**src/rtl/tap_pkg.sv**
```systemverilog
// Shared TAP definitions: 1149.1 state encoding, the TMS transition graph and
// a helper that classifies the states lying between a capture and an update.
package tap_pkg;

  typedef enum logic [3:0] {
    TLR    = 4'hF,
    RTI    = 4'hC,
    SEL_DR = 4'h7,
    CAP_DR = 4'h6,
    SH_DR  = 4'h2,
    EX1_DR = 4'h1,
    PAU_DR = 4'h3,
    EX2_DR = 4'h0,
    UPD_DR = 4'h5,
    SEL_IR = 4'h4,
    CAP_IR = 4'hE,
    SH_IR  = 4'hA,
    EX1_IR = 4'h9,
    PAU_IR = 4'hB,
    EX2_IR = 4'h8,
    UPD_IR = 4'hD
  } tap_state_t;

  function automatic tap_state_t tap_next(input tap_state_t state, input logic tms);
    tap_state_t nxt;
    case (state)
      TLR:     nxt = tms ? TLR    : RTI;
      RTI:     nxt = tms ? SEL_DR : RTI;
      SEL_DR:  nxt = tms ? SEL_IR : CAP_DR;
      CAP_DR:  nxt = tms ? EX1_DR : SH_DR;
      SH_DR:   nxt = tms ? EX1_DR : SH_DR;
      EX1_DR:  nxt = tms ? UPD_DR : PAU_DR;
      PAU_DR:  nxt = tms ? EX2_DR : PAU_DR;
      EX2_DR:  nxt = tms ? UPD_DR : SH_DR;
      UPD_DR:  nxt = tms ? SEL_DR : RTI;
      SEL_IR:  nxt = tms ? TLR    : CAP_IR;
      CAP_IR:  nxt = tms ? EX1_IR : SH_IR;
      SH_IR:   nxt = tms ? EX1_IR : SH_IR;
      EX1_IR:  nxt = tms ? UPD_IR : PAU_IR;
      PAU_IR:  nxt = tms ? EX2_IR : PAU_IR;
      EX2_IR:  nxt = tms ? UPD_IR : SH_IR;
      UPD_IR:  nxt = tms ? SEL_DR : RTI;
      default: nxt = TLR;
    endcase
    return nxt;
  endfunction

  // True while a scan is in flight (captured but not yet updated).
  function automatic logic tap_mid_scan(input tap_state_t state);
    logic mid;
    case (state)
      CAP_DR, SH_DR, EX1_DR, PAU_DR, EX2_DR,
      CAP_IR, SH_IR, EX1_IR, PAU_IR, EX2_IR: mid = 1'b1;
      default:                               mid = 1'b0;
    endcase
    return mid;
  endfunction

endpackage

```
**src/rtl/tap_fsm.sv**
```systemverilog
// TAP state register with next-state logic and per-state action strobes.
// Strobes are decoded from the registered state; the action happens on the next edge.
module tap_fsm
  import tap_pkg::*;
(
  input  logic       i_clk,
  input  logic       i_rst_n,
  input  logic       i_tms,
  output tap_state_t o_state,
  output logic       o_tlr,
  output logic       o_cap_dr,
  output logic       o_sh_dr,
  output logic       o_upd_dr,
  output logic       o_cap_ir,
  output logic       o_sh_ir,
  output logic       o_upd_ir
);

  tap_state_t r_state;
  tap_state_t w_next;

  // State register; reset overrides TMS.
  always_ff @(posedge i_clk) begin
    if (!i_rst_n) begin
      r_state <= TLR;
    end else begin
      r_state <= w_next;
    end
  end

  // Next state and strobe decode.
  always_comb begin
    w_next   = tap_next(r_state, i_tms);
    o_tlr    = 1'b0;
    o_cap_dr = 1'b0;
    o_sh_dr  = 1'b0;
    o_upd_dr = 1'b0;
    o_cap_ir = 1'b0;
    o_sh_ir  = 1'b0;
    o_upd_ir = 1'b0;
    case (r_state)
      TLR:     o_tlr    = 1'b1;
      CAP_DR:  o_cap_dr = 1'b1;
      SH_DR:   o_sh_dr  = 1'b1;
      UPD_DR:  o_upd_dr = 1'b1;
      CAP_IR:  o_cap_ir = 1'b1;
      SH_IR:   o_sh_ir  = 1'b1;
      UPD_IR:  o_upd_ir = 1'b1;
      default: o_tlr    = 1'b0;
    endcase
  end

  assign o_state = r_state;

endmodule

```
**src/rtl/tap_ctrl_param.sv**
```systemverilog
// Parametrised 1149.1 TAP: IR, IDCODE/USER/BYPASS data registers and TDO mux,
// with the raw state code mirrored on four observation pads.
module tap_ctrl_param
  import tap_pkg::*;
#(
  parameter int              IR_W       = 4,
  parameter int              DR_W       = 8,
  parameter logic [31:0]     IDCODE_VAL = 32'h1000_0001,
  parameter logic [IR_W-1:0] IR_IDCODE  = IR_W'(4'b0001),
  parameter logic [IR_W-1:0] IR_USER    = IR_W'(4'b0010)
) (
  input  logic            GCLK_Pad,
  input  logic            TRST_N_Pad,
  input  logic            TMS_Pad,
  input  logic            TDI_Pad,
  output logic            TDO_Pad,
  output logic            state_obs0_Pad,
  output logic            state_obs1_Pad,
  output logic            state_obs2_Pad,
  output logic            state_obs3_Pad,
  output logic [IR_W-1:0] ir_out,
  output logic [DR_W-1:0] user_dr_out,
  input  logic [DR_W-1:0] user_dr_in,
  output logic            user_upd
);

  tap_state_t      w_state;
  logic            w_tlr, w_cap_dr, w_sh_dr, w_upd_dr, w_cap_ir, w_sh_ir, w_upd_ir;
  logic            w_sel_id, w_sel_user, w_sel_byp;
  logic [IR_W-1:0] r_ir_sr, r_ir_out;
  logic [31:0]     r_id_sr;
  logic [DR_W-1:0] r_user_sr, r_user_dr_out;
  logic            r_byp, r_user_upd;

  tap_fsm u_fsm (
    .i_clk    (GCLK_Pad),
    .i_rst_n  (TRST_N_Pad),
    .i_tms    (TMS_Pad),
    .o_state  (w_state),
    .o_tlr    (w_tlr),
    .o_cap_dr (w_cap_dr),
    .o_sh_dr  (w_sh_dr),
    .o_upd_dr (w_upd_dr),
    .o_cap_ir (w_cap_ir),
    .o_sh_ir  (w_sh_ir),
    .o_upd_ir (w_upd_ir)
  );

  // DR select follows the updated instruction, which cannot change during a DR scan.
  always_comb begin
    w_sel_id   = (r_ir_out == IR_IDCODE);
    w_sel_user = (r_ir_out == IR_USER) && !w_sel_id;
    w_sel_byp  = !w_sel_id && !w_sel_user;
  end

  // Instruction shift register and instruction latch.
  always_ff @(posedge GCLK_Pad) begin
    if (!TRST_N_Pad) begin
      r_ir_sr  <= '0;
      r_ir_out <= IR_IDCODE;
    end else begin
      if (w_cap_ir) begin
        r_ir_sr <= IR_W'(2'b01);
      end else if (w_sh_ir) begin
        r_ir_sr <= (r_ir_sr >> 1) | (IR_W'(TDI_Pad) << (IR_W - 1));
      end
      if (w_tlr) begin
        r_ir_out <= IR_IDCODE;
      end else if (w_upd_ir) begin
        r_ir_out <= r_ir_sr;
      end
    end
  end

  // IDCODE and BYPASS data registers.
  always_ff @(posedge GCLK_Pad) begin
    if (!TRST_N_Pad) begin
      r_id_sr <= 32'h0;
      r_byp   <= 1'b0;
    end else begin
      if (w_cap_dr && w_sel_id) begin
        r_id_sr <= IDCODE_VAL;
      end else if (w_sh_dr && w_sel_id) begin
        r_id_sr <= {TDI_Pad, r_id_sr[31:1]};
      end
      if (w_cap_dr && w_sel_byp) begin
        r_byp <= 1'b0;
      end else if (w_sh_dr && w_sel_byp) begin
        r_byp <= TDI_Pad;
      end
    end
  end

  // User data register; a reset mid-scan keeps the last update, otherwise clears it.
  always_ff @(posedge GCLK_Pad) begin
    if (!TRST_N_Pad) begin
      r_user_sr  <= '0;
      r_user_upd <= 1'b0;
      if (!tap_mid_scan(w_state)) begin
        r_user_dr_out <= '0;
      end
    end else begin
      r_user_upd <= w_upd_dr && w_sel_user;
      if (w_cap_dr && w_sel_user) begin
        r_user_sr <= user_dr_in;
      end else if (w_sh_dr && w_sel_user) begin
        r_user_sr <= (r_user_sr >> 1) | (DR_W'(TDI_Pad) << (DR_W - 1));
      end
      if (w_upd_dr && w_sel_user) begin
        r_user_dr_out <= r_user_sr;
      end
    end
  end

  // TDO is driven only while shifting.
  always_comb begin
    TDO_Pad = 1'b0;
    case (w_state)
      SH_IR: TDO_Pad = r_ir_sr[0];
      SH_DR: begin
        if (w_sel_id) begin
          TDO_Pad = r_id_sr[0];
        end else if (w_sel_user) begin
          TDO_Pad = r_user_sr[0];
        end else begin
          TDO_Pad = r_byp;
        end
      end
      default: TDO_Pad = 1'b0;
    endcase
  end

  assign state_obs0_Pad = w_state[0];
  assign state_obs1_Pad = w_state[1];
  assign state_obs2_Pad = w_state[2];
  assign state_obs3_Pad = w_state[3];
  assign ir_out         = r_ir_out;
  assign user_dr_out    = r_user_dr_out;
  assign user_upd       = r_user_upd;

endmodule

```
**config.mk**
```make
export PLATFORM = sky130hd
export DESIGN_NAME = tap_ctrl_param
export DESIGN_NICKNAME = d
export VERILOG_FILES = /design/src/rtl/tap_pkg.sv /design/src/rtl/tap_fsm.sv /design/src/rtl/tap_ctrl_param.sv
export SDC_FILE = /design/constraint.sdc
export NUM_CORES = 1
export LEC_CHECK = 0
export BUFFER_PORTS_ARGS = -buffer_cell sky130_fd_sc_hd__buf_2
export CAP_MARGIN = 5
export CORE_AREA = 2 2 97 71
export DETAILED_ROUTE_END_ITERATION = 10
export DIE_AREA = 0 0 99 73
export HOLD_SLACK_MARGIN = 0.08
export SYNTH_ARGS = -nofsm -noshare
export SYNTH_HDL_FRONTEND = slang
export SYNTH_SLANG_ARGS = --single-unit
export TNS_END_PERCENT = 30
```
**constraint.sdc**
```tcl
create_clock -name GCLK_Pad -period 3.1 [get_ports GCLK_Pad]
set_input_delay 0.62 -clock GCLK_Pad [delete_from_list [all_inputs] [get_ports GCLK_Pad]]
set_output_delay 0.62 -clock GCLK_Pad [all_outputs]
set_load 0.05 [all_outputs]
```
==> results.sh <==
export IMPL_n_antenna_cell=0
export IMPL_peakVddDrop_mv=0.328
export IMPL_grt_overflow=0
export IMPL_synth_edff_count=8
export IMPL_finalSetupViolCount=0
export IMPL_antenna_found_initial=0
export IMPL_tritoncts="yes"
export IMPL_syn_num_nets=292
export IMPL_postPlaceCellArea_um2=2840
export IMPL_rsz0062_at_grt="no"
export IMPL_die_y_um=73
export IMPL_end_kind="output port"
export IMPL_multi_input_area_um2=1210
export IMPL_yosysWarnings=0
export IMPL_seq_area_frac_synth=0.507
export IMPL_synth_top_area_share=0.416
export IMPL_power_density_nw_per_um2=549
export IMPL_sequentialPowerShare=0.519
export IMPL_port_buffer_count=29
export IMPL_final_period_utilization=0.850
export IMPL_synth_top_area_cell="dfxtp_1"
export IMPL_fin_nets=320
export IMPL_grt_pass1_vias=1759
export IMPL_grt_pass1_wl_mm=8.53
export IMPL_initial_utilization=0.413
export IMPL_firstDrtPassIters=4
export IMPL_hold_viol_final=0
export IMPL_slew_violations=0
export IMPL_swShare=0.256
export IMPL_holdCritPathClass="reg2reg"
export IMPL_cts_resized=0
export IMPL_syn_area_per_cell_um2=9.46
export IMPL_dp_hpwl_mm=3.34
export IMPL_grt_start_max_net_pins=31
export IMPL_drc=0
export IMPL_clock_latency_ns=0.34
export IMPL_post_cts_setup_buffers=0
export IMPL_fin_crit_ns=2.64
export IMPL_netlist_instances=280
export IMPL_fin_area_um2=3020
export IMPL_relSlewSlack=0.540
export IMPL_synth_cell_types=43
export IMPL_ys_seq_elements=63
export IMPL_crit_required_ns=2.48
export IMPL_worstMarginPinSlew_ns=0.689
export IMPL_cp_data_arrival_time_ns=2.02
export IMPL_power_mw=1.66
export IMPL_antenna_left=0
export IMPL_drive_above_1_share=0.272
export IMPL_cts_htree_levels=3
export IMPL_ioPinCount=30
export IMPL_nFillCells=652
export IMPL_die_area_um2=7230
export IMPL_crit_type="reg2out"
export IMPL_p_sw_uw=426
export IMPL_cp_start_kind="flip-flop"
export IMPL_postCtsHoldBufs=0
export IMPL_via_count=1961
export IMPL_p_clk_frac=0.390
export IMPL_area_delta_synth_final_pct=14.2
export IMPL_worstPathMaxFanout=13
export IMPL_wire_per_inst_um=13.1
export IMPL_finalClockSkew_ns=0.00742
export IMPL_cts_sinks=63
export IMPL_row_count=25
export IMPL_core_um2=6410
export IMPL_initialDrtViolationCount=134
export IMPL_root_buffer="clkbuf_8"
export IMPL_power_frac_comb=0.091
export IMPL_clk_path_buf_depth=2
export IMPL_cap_violations=0
export IMPL_gp_congestion=0.846
export IMPL_status="finished clean"
export IMPL_max_clock_freq_mhz=379
export IMPL_grtUsageTotal=0.152
export IMPL_ys_top_cells_by_area="dfxtp_1 42%, nand2_1 11%, a21oi_2 9.9%"
export IMPL_syn_area_um2=2650
export IMPL_fin_tns_setup_ns=0
export IMPL_ys_async_sr_fraction=0
export IMPL_viasPerCell=4.99
export IMPL_die_width_um=99
export IMPL_p_leak_nw=1.09
export IMPL_synth_flop_cell="dfxtp_1"
export IMPL_final_util=0.471
export IMPL_wirelength_mm=5.15
export IMPL_p_int_mw=1.23
export IMPL_clk_pin_slew_worst_paths_ns=0.07
export IMPL_seq_area_um2=1340
export IMPL_cts_made_buffers=9
## final timing paths
check | startpoint | end | slack (ns) | cells past startpoint
max | u_fsm.o_state[1]$_SDFF_PN1_ | TDO_Pad | 0.46 | 5
min | r_id_sr[17]$_SDFFE_PP0P_ | r_id_sr[16]$_SDFFE_PP0P_ | 0.46 | 2
max reg2reg | ir_out[0]$_SDFFE_PP1P_ | r_id_sr[9]$_SDFFE_PP0P_ | 1.04 | 5
min reg2reg | r_id_sr[17]$_SDFFE_PP0P_ | r_id_sr[16]$_SDFFE_PP0P_ | 0.46 | 2
## stage by stage
stage                     setup WS [ns]  hold slack, ns  instances
after floorplan                   0.625           0.435        280
after global placement            0.891           0.441        378
after detailed placement          0.843           0.446        378
after CTS                         0.469           0.460        393
after global routing              0.314           0.469        393
final                             0.465           0.459        393
## cell usage in the layout (no fill, tap or decap), types with 2 or more instances in the layout
cell type / instances
mux2i_1: 11
and2_1: 8
a21oi_1: 7
nor3b_1: 5
nor3_1: 5
buf_2: 29
a21oi_2: 30
a21boi_0: 3
nand4_1: 2
dfxtp_1: 55
edfxtp_1: 8
nor2b_1: 7
inv_1: 2
nand2_1: 76
buf_4: 4
clkbuf_8: 12
clkinvlp_4: 2
o21ai_0: 11
nand3_1: 4
nor2_1: 7
## layout make-up
class                      instances  area share
clock buffer                      13      0.0559
sequential                        63       0.444
clock inverter                     2     0.00497
inverter                           3     0.00373
tap                               81      0.0335
multi-input combinational        198       0.400
timing repair buffer              33      0.0579
## power groups by stage
stage / clock network, mW / registers (mW) / logic, mW
after floorplan: 0 / 0.915 / 0.0767
after global placement: 0 / 0.878 / 0.153
after detailed placement: 0 / 0.879 / 0.152
after CTS: 0.670 / 0.860 / 0.152
after global routing: 0.711 / 0.863 / 0.163
final: 0.647 / 0.861 / 0.152
## logic make-up (layout without fill, tap and decap cells)
| kind of cell | count (synthesis) | after routing | synth area share |
|---|---|---|---|
| AND/OR/NAND/NOR | 124 | 124 | 0.233 |
| AO/OA/AOI/OAI | 63 | 63 | 0.179 |
| flip-flops | 63 | 63 | 0.507 |
| buffers and inverters | 19 | 51 | 0.0406 |
| multiplexers | 11 | 11 | 0.0416 |
## critical path, stage by stage, from the launching register on
cell and delay, ns:
dfxtp_1 0.56, nor3b_2 0.43, o211ai_1 0.15, a21oi_1 0.15
a41o_1 0.13, buf_2 0.26
## Yosys cell counts (2+ instances only)
master / instances
nand2_1: 76
dfxtp_1: 55
a21oi_2: 30
mux2i_1: 11
o21ai_0: 11
and2_1: 8
clkbuf_1: 8
edfxtp_1: 8
a21oi_1: 7
nor2_1: 7
nor2b_1: 7
nor3_1: 5
nor3b_1: 5
nand3_1: 4
a21boi_0: 3
buf_4: 3
buf_6: 3
buf_2: 2
inv_1: 2
nand4_1: 2
## routing by layer
layer / vias up / GRT usage / share of wire
met3: 2 / 0.0718 / 0.049
met4: 0 / 0.0518 / 0.0049
met1: 917 / 0.216 / 0.54
li1: 1012 / - / -
met2: 30 / 0.202 / 0.41
met5: - / 0 / 0
## sequential cells by signal, indices dropped and copies added (netlist names), named ones only
register	cells
r_user_sr	8
r_byp	1
u_fsm.o_state	4
ir_out	4
r_id_sr	32
r_ir_sr	4
user_dr_out	8
user_upd	1
Power figures use the tool's default switching activity.
